### config.mk
export PLATFORM = sky130hd
export DESIGN_NAME = id_ex_stage_flat
export DESIGN_NICKNAME = d
export VERILOG_FILES = /design/src/rtl/id_ex_stage_if.sv /design/src/rtl/id_ex_stage.sv /design/src/flat_wrapper.sv
export SDC_FILE = /design/constraint.sdc
export NUM_CORES = 1
export LEC_CHECK = 0
export CAP_MARGIN = 20
export CELL_PAD_IN_SITES_DETAIL_PLACEMENT = 0
export CELL_PAD_IN_SITES_GLOBAL_PLACEMENT = 2
export CORE_ASPECT_RATIO = 1.1
export CORE_UTILIZATION = 19
export DETAILED_ROUTE_END_ITERATION = 10
export HOLD_SLACK_MARGIN = 0.02
export PLACE_DENSITY = 0.91
export SYNTH_ARGS = -nofsm -noshare
export SYNTH_HDL_FRONTEND = slang
export SYNTH_SLANG_ARGS = --single-unit
### constraint.sdc
create_clock -name clk_i -period 1.68 [get_ports clk_i]
set_clock_uncertainty 0.15 [all_clocks]
set_input_delay 0.42 -clock clk_i [delete_from_list [all_inputs] [get_ports clk_i]]
set_output_delay 0.42 -clock clk_i [all_outputs]
set_load 0.05 [all_outputs]
### src/rtl/id_ex_stage_if.sv
// ID/EX stage bus: decoded instruction from ID, forwarding sources from EX/MEM and MEM/WB,
// and the operand/control bundle presented to the ALU and carried toward MEM.
interface id_ex_stage_if #(
  parameter int XLEN    = 32,
  parameter int RADDR_W = 5,
  parameter int CTL_W   = 4
);
  logic               IdValid_i;
  logic [CTL_W-1:0]   IdALUCtl_i;
  logic [RADDR_W-1:0] IdRs1Addr_i;
  logic [RADDR_W-1:0] IdRs2Addr_i;
  logic [XLEN-1:0]    IdRs1Data_i;
  logic [XLEN-1:0]    IdRs2Data_i;
  logic [XLEN-1:0]    IdImm_i;
  logic               IdUseImm_i;
  logic [RADDR_W-1:0] IdRdAddr_i;
  logic               IdRegWrite_i;

  logic [RADDR_W-1:0] MemRdAddr_i;
  logic               MemRegWrite_i;
  logic [XLEN-1:0]    MemRes_i;
  logic [RADDR_W-1:0] WbRdAddr_i;
  logic               WbRegWrite_i;
  logic [XLEN-1:0]    WbData_i;

  logic               Valid_o;
  logic [CTL_W-1:0]   ALUCtl_o;
  logic [XLEN-1:0]    Op1_o;
  logic [XLEN-1:0]    Op2_o;
  logic [XLEN-1:0]    StoreData_o;
  logic [RADDR_W-1:0] RdAddr_o;
  logic               RegWrite_o;

  modport master (
    output IdValid_i, IdALUCtl_i, IdRs1Addr_i, IdRs2Addr_i, IdRs1Data_i, IdRs2Data_i,
           IdImm_i, IdUseImm_i, IdRdAddr_i, IdRegWrite_i,
           MemRdAddr_i, MemRegWrite_i, MemRes_i, WbRdAddr_i, WbRegWrite_i, WbData_i,
    input  Valid_o, ALUCtl_o, Op1_o, Op2_o, StoreData_o, RdAddr_o, RegWrite_o
  );

  modport slave (
    input  IdValid_i, IdALUCtl_i, IdRs1Addr_i, IdRs2Addr_i, IdRs1Data_i, IdRs2Data_i,
           IdImm_i, IdUseImm_i, IdRdAddr_i, IdRegWrite_i,
           MemRdAddr_i, MemRegWrite_i, MemRes_i, WbRdAddr_i, WbRegWrite_i, WbData_i,
    output Valid_o, ALUCtl_o, Op1_o, Op2_o, StoreData_o, RdAddr_o, RegWrite_o
  );
endinterface

### src/rtl/id_ex_stage.sv
// ID/EX pipeline register with RAW forwarding into the ALU operand muxes.
// Define ID_EX_FWD_EN to enable forwarding; otherwise operands come straight from the stage registers.
module id_ex_stage #(
  parameter int XLEN    = 32,
  parameter int RADDR_W = 5,
  parameter int CTL_W   = 4
) (
  input logic          clk_i,
  input logic          rst_i,
  input logic          stall_i,
  input logic          flush_i,
  id_ex_stage_if.slave bus
);

  logic               valid_q,     valid_d;
  logic [CTL_W-1:0]   alu_ctl_q,   alu_ctl_d;
  logic [RADDR_W-1:0] rs1_addr_q,  rs1_addr_d;
  logic [RADDR_W-1:0] rs2_addr_q,  rs2_addr_d;
  logic [XLEN-1:0]    rs1_data_q,  rs1_data_d;
  logic [XLEN-1:0]    rs2_data_q,  rs2_data_d;
  logic [XLEN-1:0]    imm_q,       imm_d;
  logic               use_imm_q,   use_imm_d;
  logic [RADDR_W-1:0] rd_addr_q,   rd_addr_d;
  logic               reg_write_q, reg_write_d;

  logic [XLEN-1:0]    rs1_fwd;
  logic [XLEN-1:0]    rs2_fwd;

  // Reset lives in the flop process; flush beats stall beats load here.
  always_comb begin
    valid_d     = valid_q;
    alu_ctl_d   = alu_ctl_q;
    rs1_addr_d  = rs1_addr_q;
    rs2_addr_d  = rs2_addr_q;
    rs1_data_d  = rs1_data_q;
    rs2_data_d  = rs2_data_q;
    imm_d       = imm_q;
    use_imm_d   = use_imm_q;
    rd_addr_d   = rd_addr_q;
    reg_write_d = reg_write_q;
    if (flush_i) begin
      valid_d     = 1'b0;
      alu_ctl_d   = '0;
      rs1_addr_d  = '0;
      rs2_addr_d  = '0;
      rs1_data_d  = '0;
      rs2_data_d  = '0;
      imm_d       = '0;
      use_imm_d   = 1'b0;
      rd_addr_d   = '0;
      reg_write_d = 1'b0;
    end else if (!stall_i) begin
      valid_d     = bus.IdValid_i;
      alu_ctl_d   = bus.IdALUCtl_i;
      rs1_addr_d  = bus.IdRs1Addr_i;
      rs2_addr_d  = bus.IdRs2Addr_i;
      rs1_data_d  = bus.IdRs1Data_i;
      rs2_data_d  = bus.IdRs2Data_i;
      imm_d       = bus.IdImm_i;
      use_imm_d   = bus.IdUseImm_i;
      rd_addr_d   = bus.IdRdAddr_i;
      reg_write_d = bus.IdRegWrite_i;
    end
  end

  always_ff @(posedge clk_i) begin
    if (rst_i) begin
      valid_q     <= 1'b0;
      alu_ctl_q   <= '0;
      rs1_addr_q  <= '0;
      rs2_addr_q  <= '0;
      rs1_data_q  <= '0;
      rs2_data_q  <= '0;
      imm_q       <= '0;
      use_imm_q   <= 1'b0;
      rd_addr_q   <= '0;
      reg_write_q <= 1'b0;
    end else begin
      valid_q     <= valid_d;
      alu_ctl_q   <= alu_ctl_d;
      rs1_addr_q  <= rs1_addr_d;
      rs2_addr_q  <= rs2_addr_d;
      rs1_data_q  <= rs1_data_d;
      rs2_data_q  <= rs2_data_d;
      imm_q       <= imm_d;
      use_imm_q   <= use_imm_d;
      rd_addr_q   <= rd_addr_d;
      reg_write_q <= reg_write_d;
    end
  end

`ifdef ID_EX_FWD_EN
  // EX/MEM is the younger producer, so it is checked first; x0 is never forwarded.
  function automatic logic [XLEN-1:0] fwd_sel(input logic [RADDR_W-1:0] src_addr,
                                              input logic [XLEN-1:0]    reg_data);
    logic [XLEN-1:0] sel;
    sel = reg_data;
    if (src_addr != '0) begin
      if (bus.MemRegWrite_i && (bus.MemRdAddr_i == src_addr)) begin
        sel = bus.MemRes_i;
      end else if (bus.WbRegWrite_i && (bus.WbRdAddr_i == src_addr)) begin
        sel = bus.WbData_i;
      end
    end
    return sel;
  endfunction

  always_comb begin
    rs1_fwd = fwd_sel(rs1_addr_q, rs1_data_q);
    rs2_fwd = fwd_sel(rs2_addr_q, rs2_data_q);
  end
`else
  // Without forwarding the hazard unit stalls instead; producer ports stay but are ignored.
  logic unused_fwd;
  assign unused_fwd = ^{bus.MemRdAddr_i, bus.MemRegWrite_i, bus.MemRes_i,
                        bus.WbRdAddr_i, bus.WbRegWrite_i, bus.WbData_i,
                        rs1_addr_q, rs2_addr_q};

  assign rs1_fwd = rs1_data_q;
  assign rs2_fwd = rs2_data_q;
`endif

  assign bus.Valid_o     = valid_q;
  assign bus.ALUCtl_o    = alu_ctl_q;
  assign bus.Op1_o       = rs1_fwd;
  assign bus.Op2_o       = use_imm_q ? imm_q : rs2_fwd;
  assign bus.StoreData_o = rs2_fwd;
  assign bus.RdAddr_o    = rd_addr_q;
  assign bus.RegWrite_o  = reg_write_q & valid_q;

endmodule
### src/flat_wrapper.sv
// flat-port wrapper written by rule: the top's interface ports become plain ports
module id_ex_stage_flat 
#(
  parameter int XLEN    = 32,
  parameter int RADDR_W = 5,
  parameter int CTL_W   = 4
)
  (clk_i, rst_i, stall_i, flush_i, bus_IdValid_i, bus_IdALUCtl_i, bus_IdRs1Addr_i, bus_IdRs2Addr_i, bus_IdRs1Data_i, bus_IdRs2Data_i, bus_IdImm_i, bus_IdUseImm_i, bus_IdRdAddr_i, bus_IdRegWrite_i, bus_MemRdAddr_i, bus_MemRegWrite_i, bus_MemRes_i, bus_WbRdAddr_i, bus_WbRegWrite_i, bus_WbData_i, bus_Valid_o, bus_ALUCtl_o, bus_Op1_o, bus_Op2_o, bus_StoreData_o, bus_RdAddr_o, bus_RegWrite_o);
  id_ex_stage_if #(.XLEN(XLEN), .RADDR_W(RADDR_W), .CTL_W(CTL_W)) bus_i ();
  input logic clk_i;
  input logic rst_i;
  input logic stall_i;
  input logic flush_i;
  input wire logic [$bits(bus_i.IdValid_i)-1:0] bus_IdValid_i;
  input wire logic [$bits(bus_i.IdALUCtl_i)-1:0] bus_IdALUCtl_i;
  input wire logic [$bits(bus_i.IdRs1Addr_i)-1:0] bus_IdRs1Addr_i;
  input wire logic [$bits(bus_i.IdRs2Addr_i)-1:0] bus_IdRs2Addr_i;
  input wire logic [$bits(bus_i.IdRs1Data_i)-1:0] bus_IdRs1Data_i;
  input wire logic [$bits(bus_i.IdRs2Data_i)-1:0] bus_IdRs2Data_i;
  input wire logic [$bits(bus_i.IdImm_i)-1:0] bus_IdImm_i;
  input wire logic [$bits(bus_i.IdUseImm_i)-1:0] bus_IdUseImm_i;
  input wire logic [$bits(bus_i.IdRdAddr_i)-1:0] bus_IdRdAddr_i;
  input wire logic [$bits(bus_i.IdRegWrite_i)-1:0] bus_IdRegWrite_i;
  input wire logic [$bits(bus_i.MemRdAddr_i)-1:0] bus_MemRdAddr_i;
  input wire logic [$bits(bus_i.MemRegWrite_i)-1:0] bus_MemRegWrite_i;
  input wire logic [$bits(bus_i.MemRes_i)-1:0] bus_MemRes_i;
  input wire logic [$bits(bus_i.WbRdAddr_i)-1:0] bus_WbRdAddr_i;
  input wire logic [$bits(bus_i.WbRegWrite_i)-1:0] bus_WbRegWrite_i;
  input wire logic [$bits(bus_i.WbData_i)-1:0] bus_WbData_i;
  output wire logic [$bits(bus_i.Valid_o)-1:0] bus_Valid_o;
  output wire logic [$bits(bus_i.ALUCtl_o)-1:0] bus_ALUCtl_o;
  output wire logic [$bits(bus_i.Op1_o)-1:0] bus_Op1_o;
  output wire logic [$bits(bus_i.Op2_o)-1:0] bus_Op2_o;
  output wire logic [$bits(bus_i.StoreData_o)-1:0] bus_StoreData_o;
  output wire logic [$bits(bus_i.RdAddr_o)-1:0] bus_RdAddr_o;
  output wire logic [$bits(bus_i.RegWrite_o)-1:0] bus_RegWrite_o;
  assign bus_i.IdValid_i = bus_IdValid_i;
  assign bus_i.IdALUCtl_i = bus_IdALUCtl_i;
  assign bus_i.IdRs1Addr_i = bus_IdRs1Addr_i;
  assign bus_i.IdRs2Addr_i = bus_IdRs2Addr_i;
  assign bus_i.IdRs1Data_i = bus_IdRs1Data_i;
  assign bus_i.IdRs2Data_i = bus_IdRs2Data_i;
  assign bus_i.IdImm_i = bus_IdImm_i;
  assign bus_i.IdUseImm_i = bus_IdUseImm_i;
  assign bus_i.IdRdAddr_i = bus_IdRdAddr_i;
  assign bus_i.IdRegWrite_i = bus_IdRegWrite_i;
  assign bus_i.MemRdAddr_i = bus_MemRdAddr_i;
  assign bus_i.MemRegWrite_i = bus_MemRegWrite_i;
  assign bus_i.MemRes_i = bus_MemRes_i;
  assign bus_i.WbRdAddr_i = bus_WbRdAddr_i;
  assign bus_i.WbRegWrite_i = bus_WbRegWrite_i;
  assign bus_i.WbData_i = bus_WbData_i;
  assign bus_Valid_o = bus_i.Valid_o;
  assign bus_ALUCtl_o = bus_i.ALUCtl_o;
  assign bus_Op1_o = bus_i.Op1_o;
  assign bus_Op2_o = bus_i.Op2_o;
  assign bus_StoreData_o = bus_i.StoreData_o;
  assign bus_RdAddr_o = bus_i.RdAddr_o;
  assign bus_RegWrite_o = bus_i.RegWrite_o;
  id_ex_stage #(.XLEN(XLEN), .RADDR_W(RADDR_W), .CTL_W(CTL_W)) u_core (.clk_i(clk_i), .rst_i(rst_i), .stall_i(stall_i), .flush_i(flush_i), .bus(bus_i));
endmodule
**After elaboration in Yosys (flattened, before gate mapping)**

Cells that the tools add are included.

- Register bits: 108
- Output and inout bits: 107
- Input port bits: 198
- Logic and storage cells: 11

- Reduce and logical (&&, ||, !) cells: 1
- Multiplexer cells: 1
- Bitwise gates (word level): 1

Operator list:

| operator | count |
|---|---|
| $mux 32 | 1 |
| $reduce_or 2->1 | 1 |
| $and 1x1->1 | 1 |

**Depth between registers and ports, before layout**

Gate-level depths: netlist (run 1).

- Word-level depth: 1
- Depth in mapped cells: 5
- Depth with buffers taken out: 2

**Least setup slack after synthesis (run 1)**

Ideal clock, no wire load.

- Path kind: reg-to-output
- Start: reg u_core.valid_q (netlist: u_core.bus.Valid_o)
- End: out bus_RegWrite_o
- Stages on the path, launching flop included: 2
- Arrival time: 1124 ps
- Buffers on the path: 0
- Setup slack: -14 ps
- Data required time: 1110 ps
- Cells stage by stage: dfxtp_1 and2_1

- Cells in the longest elaborated chain, start to end: 1

RTL lines:

| item | RTL line | source |
|---|---|---|
| start, declared | id_ex_stage.sv:15 | `logic valid_q, valid_d;` |
| start signal, assigned | id_ex_stage.sv:79 | `valid_q <= valid_d;` |
| $and 1x1->1 | id_ex_stage.sv:129 | `assign bus.RegWrite_o = reg_write_q & valid_q;` |
| end, declared | flat_wrapper.sv:36 | `output wire logic [$bits(bus_i.RegWrite_o)-1:0] bus_RegWrite_o;` |

Every way passes these cells.

**Worst setup path in the final report (run 1)**

- Start: reg u_core.use_imm_q
- End: out bus_Op2_o[18]

- Cells in the longest elaborated chain, start to end: 1

RTL lines:

| item | RTL line | source |
|---|---|---|
| start, declared | id_ex_stage.sv:22 | `logic use_imm_q, use_imm_d;` |
| start signal, assigned | id_ex_stage.sv:86 | `use_imm_q <= use_imm_d;` |
| $mux 32 | id_ex_stage.sv:126 | `assign bus.Op2_o = use_imm_q ? imm_q : rs2_fwd;` |
| end, declared | flat_wrapper.sv:33 | `output wire logic [$bits(bus_i.Op2_o)-1:0] bus_Op2_o;` |

Every way passes these cells.

==> impl_metrics.ini, run 1 <==
[timing]
setup_slack_ns = -0.2980
min_period_ns = 1.978
max_freq_ghz = 0.5056
fin_crit_sh = 1.177
rsz0062_at_grt = yes
finalSetupViolCount = 32
slew_violations = 0
finalHoldViolations = 0
maxSlewHeadroom = 0.8212
worst_slew_pin_slew_ns = 0.2683

[final_layout]
syn_to_final_growth_pct = 88.08
final_core_util = 0.3670
finish.instance_area_sq_mm = 0.007895
drive_above_1_share = 0.2869
fill_cells = 2102
antennaDiodeCount = 0
nNetsFinal = 804

[synth]
synthCells = 386
synth.yosys.seq_area_share = 0.5151
ys_warn_count = 0
ys.flop_type = dfxtp_1
synth.cell_area_sq_mm = 0.004198
synth_top_area_frac = 0.5151
synth-edff-count = 0
synth_top_cell_by_area = dfxtp_1
syn_nets = 584
yosysUniqueCellTypes = 10
synth-async-reset-ratio = 0
synthTopCellsByCount = 108 x dfxtp_1, 108 x mux2i_1, 108 x nor2_1, 32 x mux2_2, 12 x buf_2
postSynthAreaPerCell_sq_um = 10.88
ys_ff_latch = 108
netlist_top_cells_area = dfxtp_1 52%, mux2i_1 26%, nor2_1 9.7%

[floorplan]
row_count = 56
fp.coreArea_sq_mm = 0.02151
die_h_um = 157.9
die_width_um = 143.7
start_util = 0.1951
num_io_pins = 305
die-area_sq_mm = 0.02269

[clocking]
cts_buffers = 9
ctsHtreeMaxLevel = 3
clk_pin_slew_ns = 0.07
hold_buffers = 0
insertion_delay_ns = 0.35
cts_tree = yes
clock-root-buffer = clkbuf_16
post_cts_buffers = 0
ctsLongestPathBuffers = 2
clkSinkCount = 108

[pwr]
vdd_ir_drop_max_v = 0.0004296
p_leak_nw = 3.340
power.density_mw_per_mm2 = 791.6

[run_status]
violations = setup timing
status = finished with violations

[worst_setup_path]
critical_path_class = register to output port
worst-path-buf-inv = 2
cp.arrival_ns = 1.41
crit_chain = buf_12 -> mux2_2 -> buf_6
crit_family = flip-flops
cpPeakStageDelay_ns = 0.37
critPathSlowestCell = dfxtp_4
crit_required_ns = 1.11
endpoint_kind = output port
cp-start-kind = register
crit_path_max_fanout = 18

[global_route]
grt_overflow = 0
grt_pass1_wl_um = 18220
grt_pass1_vias = 3332
grt_max_degree = 36
globalRouteTotalUtil = 0.1086
antenna_found_initial = 0

[drt]
drcViolationCount = 0
drtPass1Iterations = 4
route.final.wire_length_um = 12360
vias = 3477
antenna_left = 0
routedWlPerCell_um = 13.74
dr.first_iter.drc_count = 120
via_per_inst = 3.863

[place]
dpl_cell_area_sq_mm = 0.007461
place_congestion = 0.6856
place_hpwl_um = 9031
io_buffers = 218

[min_path]
hold_path_class = primary input to register

[job]
cap_viol_max_count = 0
## metrics by stage
stage	hold slack, ns	instances	setup WS, ns	power [mW]	setup TNS (ns)
after floorplan	0.3047	386	0.008728	3.371	0
after global placement	0.3175	885	-0.04376	4.025	-2.301
after detailed placement	0.3315	885	-0.05836	4.035	-2.843
after CTS	0.2800	900	-0.3283	6.391	-10.38
after global routing	0.3022	900	-0.3497	6.547	-10.91
final	0.2944	900	-0.2980	6.249	-9.213
## power breakdown
part	internal, mW	switching, mW
clock network	1.30	0.965
logic	0.683	0.579
registers	2.64	0.0782
total	4.63	1.62
## worst paths after layout
check	startpoint	to	slack, ns	depth (start not counted)
setup reg to reg	u_core.use_imm_q	u_core.use_imm_q	0.73	3
hold reg to reg	u_core.imm_q[12]	u_core.imm_q[12]	0.34	2
hold / removal	stall_i	u_core.bus.Op1_o[11]	0.29	3
setup / recovery	u_core.use_imm_q	bus_Op2_o[18]	-0.30	3
## metal layers
| metal | global-route usage | up-vias | wire [um] |
|---|---|---|---|
| li1 | - | 1723 | - |
| met1 | 0.1227 | 1606 | 5012 |
| met2 | 0.1748 | 135 | 5929 |
| met3 | 0.04598 | 13 | 1190 |
| met4 | 0.05370 | 0 | 230 |
| met5 | 0 | - | 0 |
## flip-flops by register name, summed over array words and instances (netlist names)
register                count
u_core.bus.ALUCtl_o         4
u_core.bus.Op1_o           32
u_core.bus.RdAddr_o         5
u_core.bus.StoreData_o     32
u_core.bus.Valid_o          1
u_core.imm_q               32
u_core.reg_write_q          1
u_core.use_imm_q            1
## logic make-up (layout without fill, tap and decap cells)
group                  after synthesis  in the layout  synth area share
buffers and inverters               28            252           0.04203
and+or+nand+nor                    110            110           0.09956
muxes                              140            140            0.3434
DFF                                108            108            0.5151
## final cells by class
type                            instances  area (sq um)  share of cell area
Clock inverter                          4         75.07            0.009509
Multi-Input combinational cell        250          1867              0.2365
Sequential cell                       108          2166              0.2743
Clock buffer                           11         232.7             0.02948
Timing Repair Buffer                  237          3192              0.4043
Tap cell                              290         362.8             0.04596
## tightest hold or removal path, cell delays in order
cell and delay (ns):
buf_6 0.18, mux2i_1 0.09, nor2_1 0.07
## what timing repair did
action	4_1_cts	5_1_grt
resized for setup	33	1
endpoints found under the hold margin	0	0
setup endpoints to repair	32	32
## placed cells by master (no fill, tap or decap)
master / n
clkinvlp_4: 2
mux2_4: 1
bufinv_16: 2
clkdlybuf4s50_1: 110
dfxtp_4: 1
or2_4: 1
dfxtp_1: 107
buf_12: 81
clkbuf_1: 2
clkbuf_16: 9
mux2i_1: 108
nor2_1: 108
buf_4: 13
and2_2: 1
mux2_2: 31
buf_6: 33
Power figures use the tool's default switching activity.
==> inputs of run 2 (changes only) <==
--- a/config.mk
+++ b/config.mk
@@ -16,3 +16,4 @@
 export SYNTH_ARGS = -nofsm -noshare
 export SYNTH_HDL_FRONTEND = slang
 export SYNTH_SLANG_ARGS = --single-unit
+export TNS_END_PERCENT = 20
==> constraint.sdc (replaced) <==
create_clock -name clk_i -period 2.1 [get_ports clk_i]
set_clock_uncertainty 0.15 [all_clocks]
set_input_delay 0.525 -clock clk_i [delete_from_list [all_inputs] [get_ports clk_i]]
set_output_delay 0.525 -clock clk_i [all_outputs]
set_load 0.05 [all_outputs]
==> impl_metrics.ini, run 2 (same netlist as run 1, synthesis figures left out) <==
[drt]
antenna_left = 0
drcViolationCount = 0
drtPass1Iterations = 4
routedWlPerCell_um = 12.98
vias = 3449
dr.first_iter.drc_count = 70
via_per_inst = 3.849
route.final.wire_length_um = 11630

[worst_setup_path]
crit_path_max_fanout = 17
worst-path-buf-inv = 2
cp-start-kind = register
endpoint_kind = output port
crit_family = flip-flops
cpPeakStageDelay_ns = 0.38
critical_path_class = register to output port
critPathSlowestCell = dfxtp_4
cp.arrival_ns = 1.44
crit_required_ns = 1.42
crit_chain = buf_12 -> mux2_2 -> buf_6

[global_route]
globalRouteTotalUtil = 0.1005
grt_max_degree = 50
grt_pass1_wl_um = 17100
antenna_found_initial = 1
grt_pass1_vias = 3281
grt_overflow = 0

[timing]
slew_violations = 0
worst_slew_pin_slew_ns = 0.3584
max_freq_ghz = 0.4736
finalSetupViolCount = 12
rsz0062_at_grt = yes
min_period_ns = 2.112
setup_slack_ns = -0.01152
finalHoldViolations = 0
fin_setup_tns_ns = -0.06577
maxSlewHeadroom = 0.7611
fin_crit_sh = 1.005

[clocking]
post_cts_buffers = 0
cts_buffers = 9
ctsHtreeMaxLevel = 3
clk_pin_slew_ns = 0.07
clock-root-buffer = clkbuf_16
cts_tree = yes
insertion_delay_ns = 0.35
clkSinkCount = 108
ctsLongestPathBuffers = 2

[pwr]
power.density_mw_per_mm2 = 682.8
p_leak_nw = 3.126
vdd_ir_drop_max_v = 0.0003515

[floorplan]
die_h_um = 157.9
row_count = 56
die_width_um = 143.7
start_util = 0.1951
fp.coreArea_sq_mm = 0.02151
num_io_pins = 305
die-area_sq_mm = 0.02269

[final_layout]
final_core_util = 0.3246
syn_to_final_growth_pct = 66.35
layout_common_cells = 110 x clkdlybuf4s50_1, 108 x mux2i_1, 108 x nor2_1, 107 x dfxtp_1, 83 x buf_4
drive_above_1_share = 0.2822
layout_commonest_cell = clkdlybuf4s50_1
nNetsFinal = 800
antennaDiodeCount = 0

[min_path]
hold_path_class = register to register

[run_status]
status = finished with violations
violations = setup timing

[place]
place_congestion = 0.6892
pre_cts_ws_ns = 0.2848
io_buffers = 218
place_hpwl_um = 8141

[job]
cap_viol_max_count = 0
==> run 2: cell types whose count changed in the layout (fill, tap and decap cells not counted), sizes merged <==
cell,change
clkinv,+1
buf,-4
bufinv,-1
==> run 2: per-stage QoR <==
step / power [mW] / cells / hold WS (ns) / cell area, sq um
2_1_floorplan: 2.697 / 386 / 0.3048 / 4198
3_3_place_gp: 3.076 / 880 / 0.3184 / 6484
3_5_place_dp: 3.080 / 880 / 0.3323 / 6484
4_1_cts: 4.869 / 896 / 0.3500 / 6927
5_1_grt: 4.997 / 896 / 0.3722 / 6983
6_report: 4.768 / 896 / 0.3431 / 6983
==> run 2: cell type report <==
cell class | count | area (sq um)
Clock buffer | 11 | 242.7
Clock inverter | 4 | 50.05
Fill cell | 2237 | 14530
Multi-Input combinational cell | 250 | 1918
Sequential cell | 108 | 2166
Tap cell | 290 | 362.8
Timing Repair Buffer | 233 | 2243
==> run 2: report_power, final <==
part           switching [mW]  leakage, nW  total (mW)  internal [mW]
registers              0.0405        0.881        2.15           2.11
clock network           0.764        0.138        1.72          0.951
logic                   0.458         2.11       0.898          0.441
==> run 2: routing by layer <==
metal,wire (um),global-route usage,vias up
met2,5312,0.1625,138
met5,0,0,-
met3,1099,0.03721,11
met4,182,0.04559,0
met1,5035,0.1178,1580
li1,-,-,1720
==> run 2: worst min-delay path: stages, from the launching register on <==
cell,delay (ns)
dfxtp_1,0.33
mux2i_1,0.07
nor2_1,0.07
==> run 2: worst paths after layout <==
kind	startpoint	endpoint	slack, ns	cells after the start
max	u_core.use_imm_q	bus_Op2_o[1]	-0.01	3
min reg2reg	u_core.imm_q[12]	u_core.imm_q[12]	0.34	2
max reg2reg	u_core.use_imm_q	u_core.use_imm_q	1.10	3
min	u_core.imm_q[12]	u_core.imm_q[12]	0.34	2
==> run 2: repair_timing <==
item	CTS	global route
gates cloned	1	0
setup endpoints to repair	32	32
hold buffers	0	0
resized for setup	34	15
hold endpoints to repair	0	0
==> inputs of run 3 (changes only) <==
==> constraint.sdc (replaced) <==
create_clock -name clk_i -period 2.1 [get_ports clk_i]
set_clock_uncertainty 0.15 [all_clocks]
set_input_delay 0.525 -clock clk_i [delete_from_list [all_inputs] [get_ports clk_i]]
set_output_delay 0.525 -clock clk_i [all_outputs]
set_load 0.1 [all_outputs]
==> impl_metrics.ini, run 3 (same netlist as run 1, synthesis figures left out) <==
[timing]
setup_slack_ns = -0.02945
min_period_ns = 2.129
maxSlewHeadroom = 0.7697
finalHoldViolations = 0
fin_crit_sh = 1.014
fin_hold_ws_ns = 0.3438
rsz0062_at_grt = yes
max_freq_ghz = 0.4696
slew_violations = 0
worst_slew_pin_slew_ns = 0.3455
finalSetupViolCount = 16

[clocking]
ctsLongestPathBuffers = 2
clkSinkCount = 108
insertion_delay_ns = 0.34
ctsHtreeMaxLevel = 3
hold_buffers = 0
cts_tree = yes
clk_pin_slew_ns = 0.07
post_cts_buffers = 0
cts_buffers = 9
clock-root-buffer = clkbuf_16

[run_status]
violations = setup timing
status = finished with violations

[worst_setup_path]
crit_required_ns = 1.42
crit_path_max_fanout = 19
endpoint_kind = output port
cp.arrival_ns = 1.45
cp-start-kind = register
critical_path_class = register to output port
r2r_slack_ns = 1.14
r2r_cells = 3
r2r-start = u_core.use_imm_q
r2r_end = u_core.use_imm_q

[place]
place_hpwl_um = 8861
pre_cts_ws_ns = 0.2324
io_buffers = 218
dpl_cell_area_sq_mm = 0.007848
dp.cells = 879
place_congestion = 0.6734

[pwr]
p_leak_nw = 3.442
switching_share = 0.2897
p_clk_frac = 0.364
p_int_mw = 3.911
power_mw = 5.506
switching_power_mw = 1.595
vdd_ir_drop_max_v = 0.0003588
power.density_mw_per_mm2 = 666.5
seqPwrFrac = 0.396
pwr-share-comb = 0.241

[floorplan]
row_count = 56
die-area_sq_mm = 0.02269
die_h_um = 157.9
die_width_um = 143.7
fp.coreArea_sq_mm = 0.02151
num_io_pins = 305
start_util = 0.1951

[global_route]
grt_overflow = 0
globalRouteTotalUtil = 0.1076
grt_pass1_wl_um = 18340
antenna_found_initial = 0
grt_pass1_vias = 3375
grt_max_degree = 41

[final_layout]
fill_cells = 2079
finish.instance_area_sq_mm = 0.008260
layout_common_cells = 115 x buf_12, 110 x clkdlybuf4s50_1, 108 x mux2i_1, 108 x nor2_1, 102 x dfxtp_1
drive_above_1_share = 0.2926
syn_to_final_growth_pct = 96.78
antennaDiodeCount = 0
finalNonFillerCells = 895
multi_input_area_sq_mm = 0.001923
seqCellArea_sq_mm = 0.002172
layout_commonest_cell = buf_12
nNetsFinal = 798

[min_path]
hold_path_class = register to register
holdPathEnd = u_core.imm_q[20]
holdPathStages = 2
min_from = u_core.imm_q[20]

[drt]
antenna_left = 0
routedWlPerCell_um = 13.57
drtPass1Iterations = 4
drcViolationCount = 0
route.final.wire_length_um = 12150
vias = 3431
via_per_inst = 3.834
dr.first_iter.drc_count = 61

[job]
cap_viol_max_count = 0
-- run 3: cell count changes in the layout (fill, tap and decap cells not counted), moves of 2 or more --
cell,before,now
buf_12,6,115
buf_4,83,5
buf_6,33,1
bufinv_16,1,3
dfxtp_1,107,102
dfxtp_2,0,5
-- run 3: repair_timing --
action | CTS | global route
gates resized for setup | 15 | 2
gates cloned | 0 | 0
setup endpoints to repair | 32 | 32
-- run 3: worst max-delay path by stage --
stage,from,end,slack [ns],depth (start not counted)
2_1_floorplan,u_core.bus.StoreData_o[14],bus_Op2_o[14],-0.18,1
3_3_place_gp,flush_i,u_core.use_imm_q,0.24,4
3_5_place_dp,rst_i,u_core.imm_q[18],0.23,4
4_1_cts,u_core.use_imm_q,bus_Op2_o[16],-0.06,3
5_1_grt,u_core.use_imm_q,bus_Op2_o[27],-0.08,3
6_report,u_core.use_imm_q,bus_Op2_o[16],-0.03,3
-- run 3: area by class of cell --
class / count / area share
Multi-Input combinational cell: 250 / 0.2328
Clock buffer: 10 / 0.02893
Sequential cell: 108 / 0.2630
Tap cell: 290 / 0.04393
Clock inverter: 6 / 0.01348
Timing Repair Buffer: 231 / 0.4179
-- run 3: power groups by stage --
stage | clock network (mW) | registers, mW | logic [mW]
6_report | 2.00 | 2.18 | 1.33
5_1_grt | 2.19 | 2.19 | 1.38
4_1_cts | 2.11 | 2.18 | 1.34
3_5_place_dp | 0 | 2.23 | 1.33
3_3_place_gp | 0 | 2.22 | 1.32
2_1_floorplan | 0 | 2.53 | 0.429
-- run 3: layer usage --
| layer | track usage | wire length (um) | vias up |
|---|---|---|---|
| met5 | 0 | 0 | - |
| met4 | 0.04813 | 246 | 0 |
| met3 | 0.04779 | 1265 | 16 |
| met2 | 0.1699 | 5632 | 138 |
| met1 | 0.1247 | 5000 | 1562 |
| li1 | - | - | 1715 |
-- run 3: stage by stage --
step,utilization,TNS (ns)
3_3_place_gp,0.3648,0
4_1_cts,0.3837,-1.124
3_5_place_dp,0.3648,0
5_1_grt,0.3840,-1.755
6_report,0.3840,-0.4206
2_1_floorplan,-,-4.917
-- run 3: worst max-delay path: stages, from the launching register on --
cell,delay [ns]
dfxtp_4,0.37
buf_12,0.18
mux2_2,0.38
buf_12,0.17
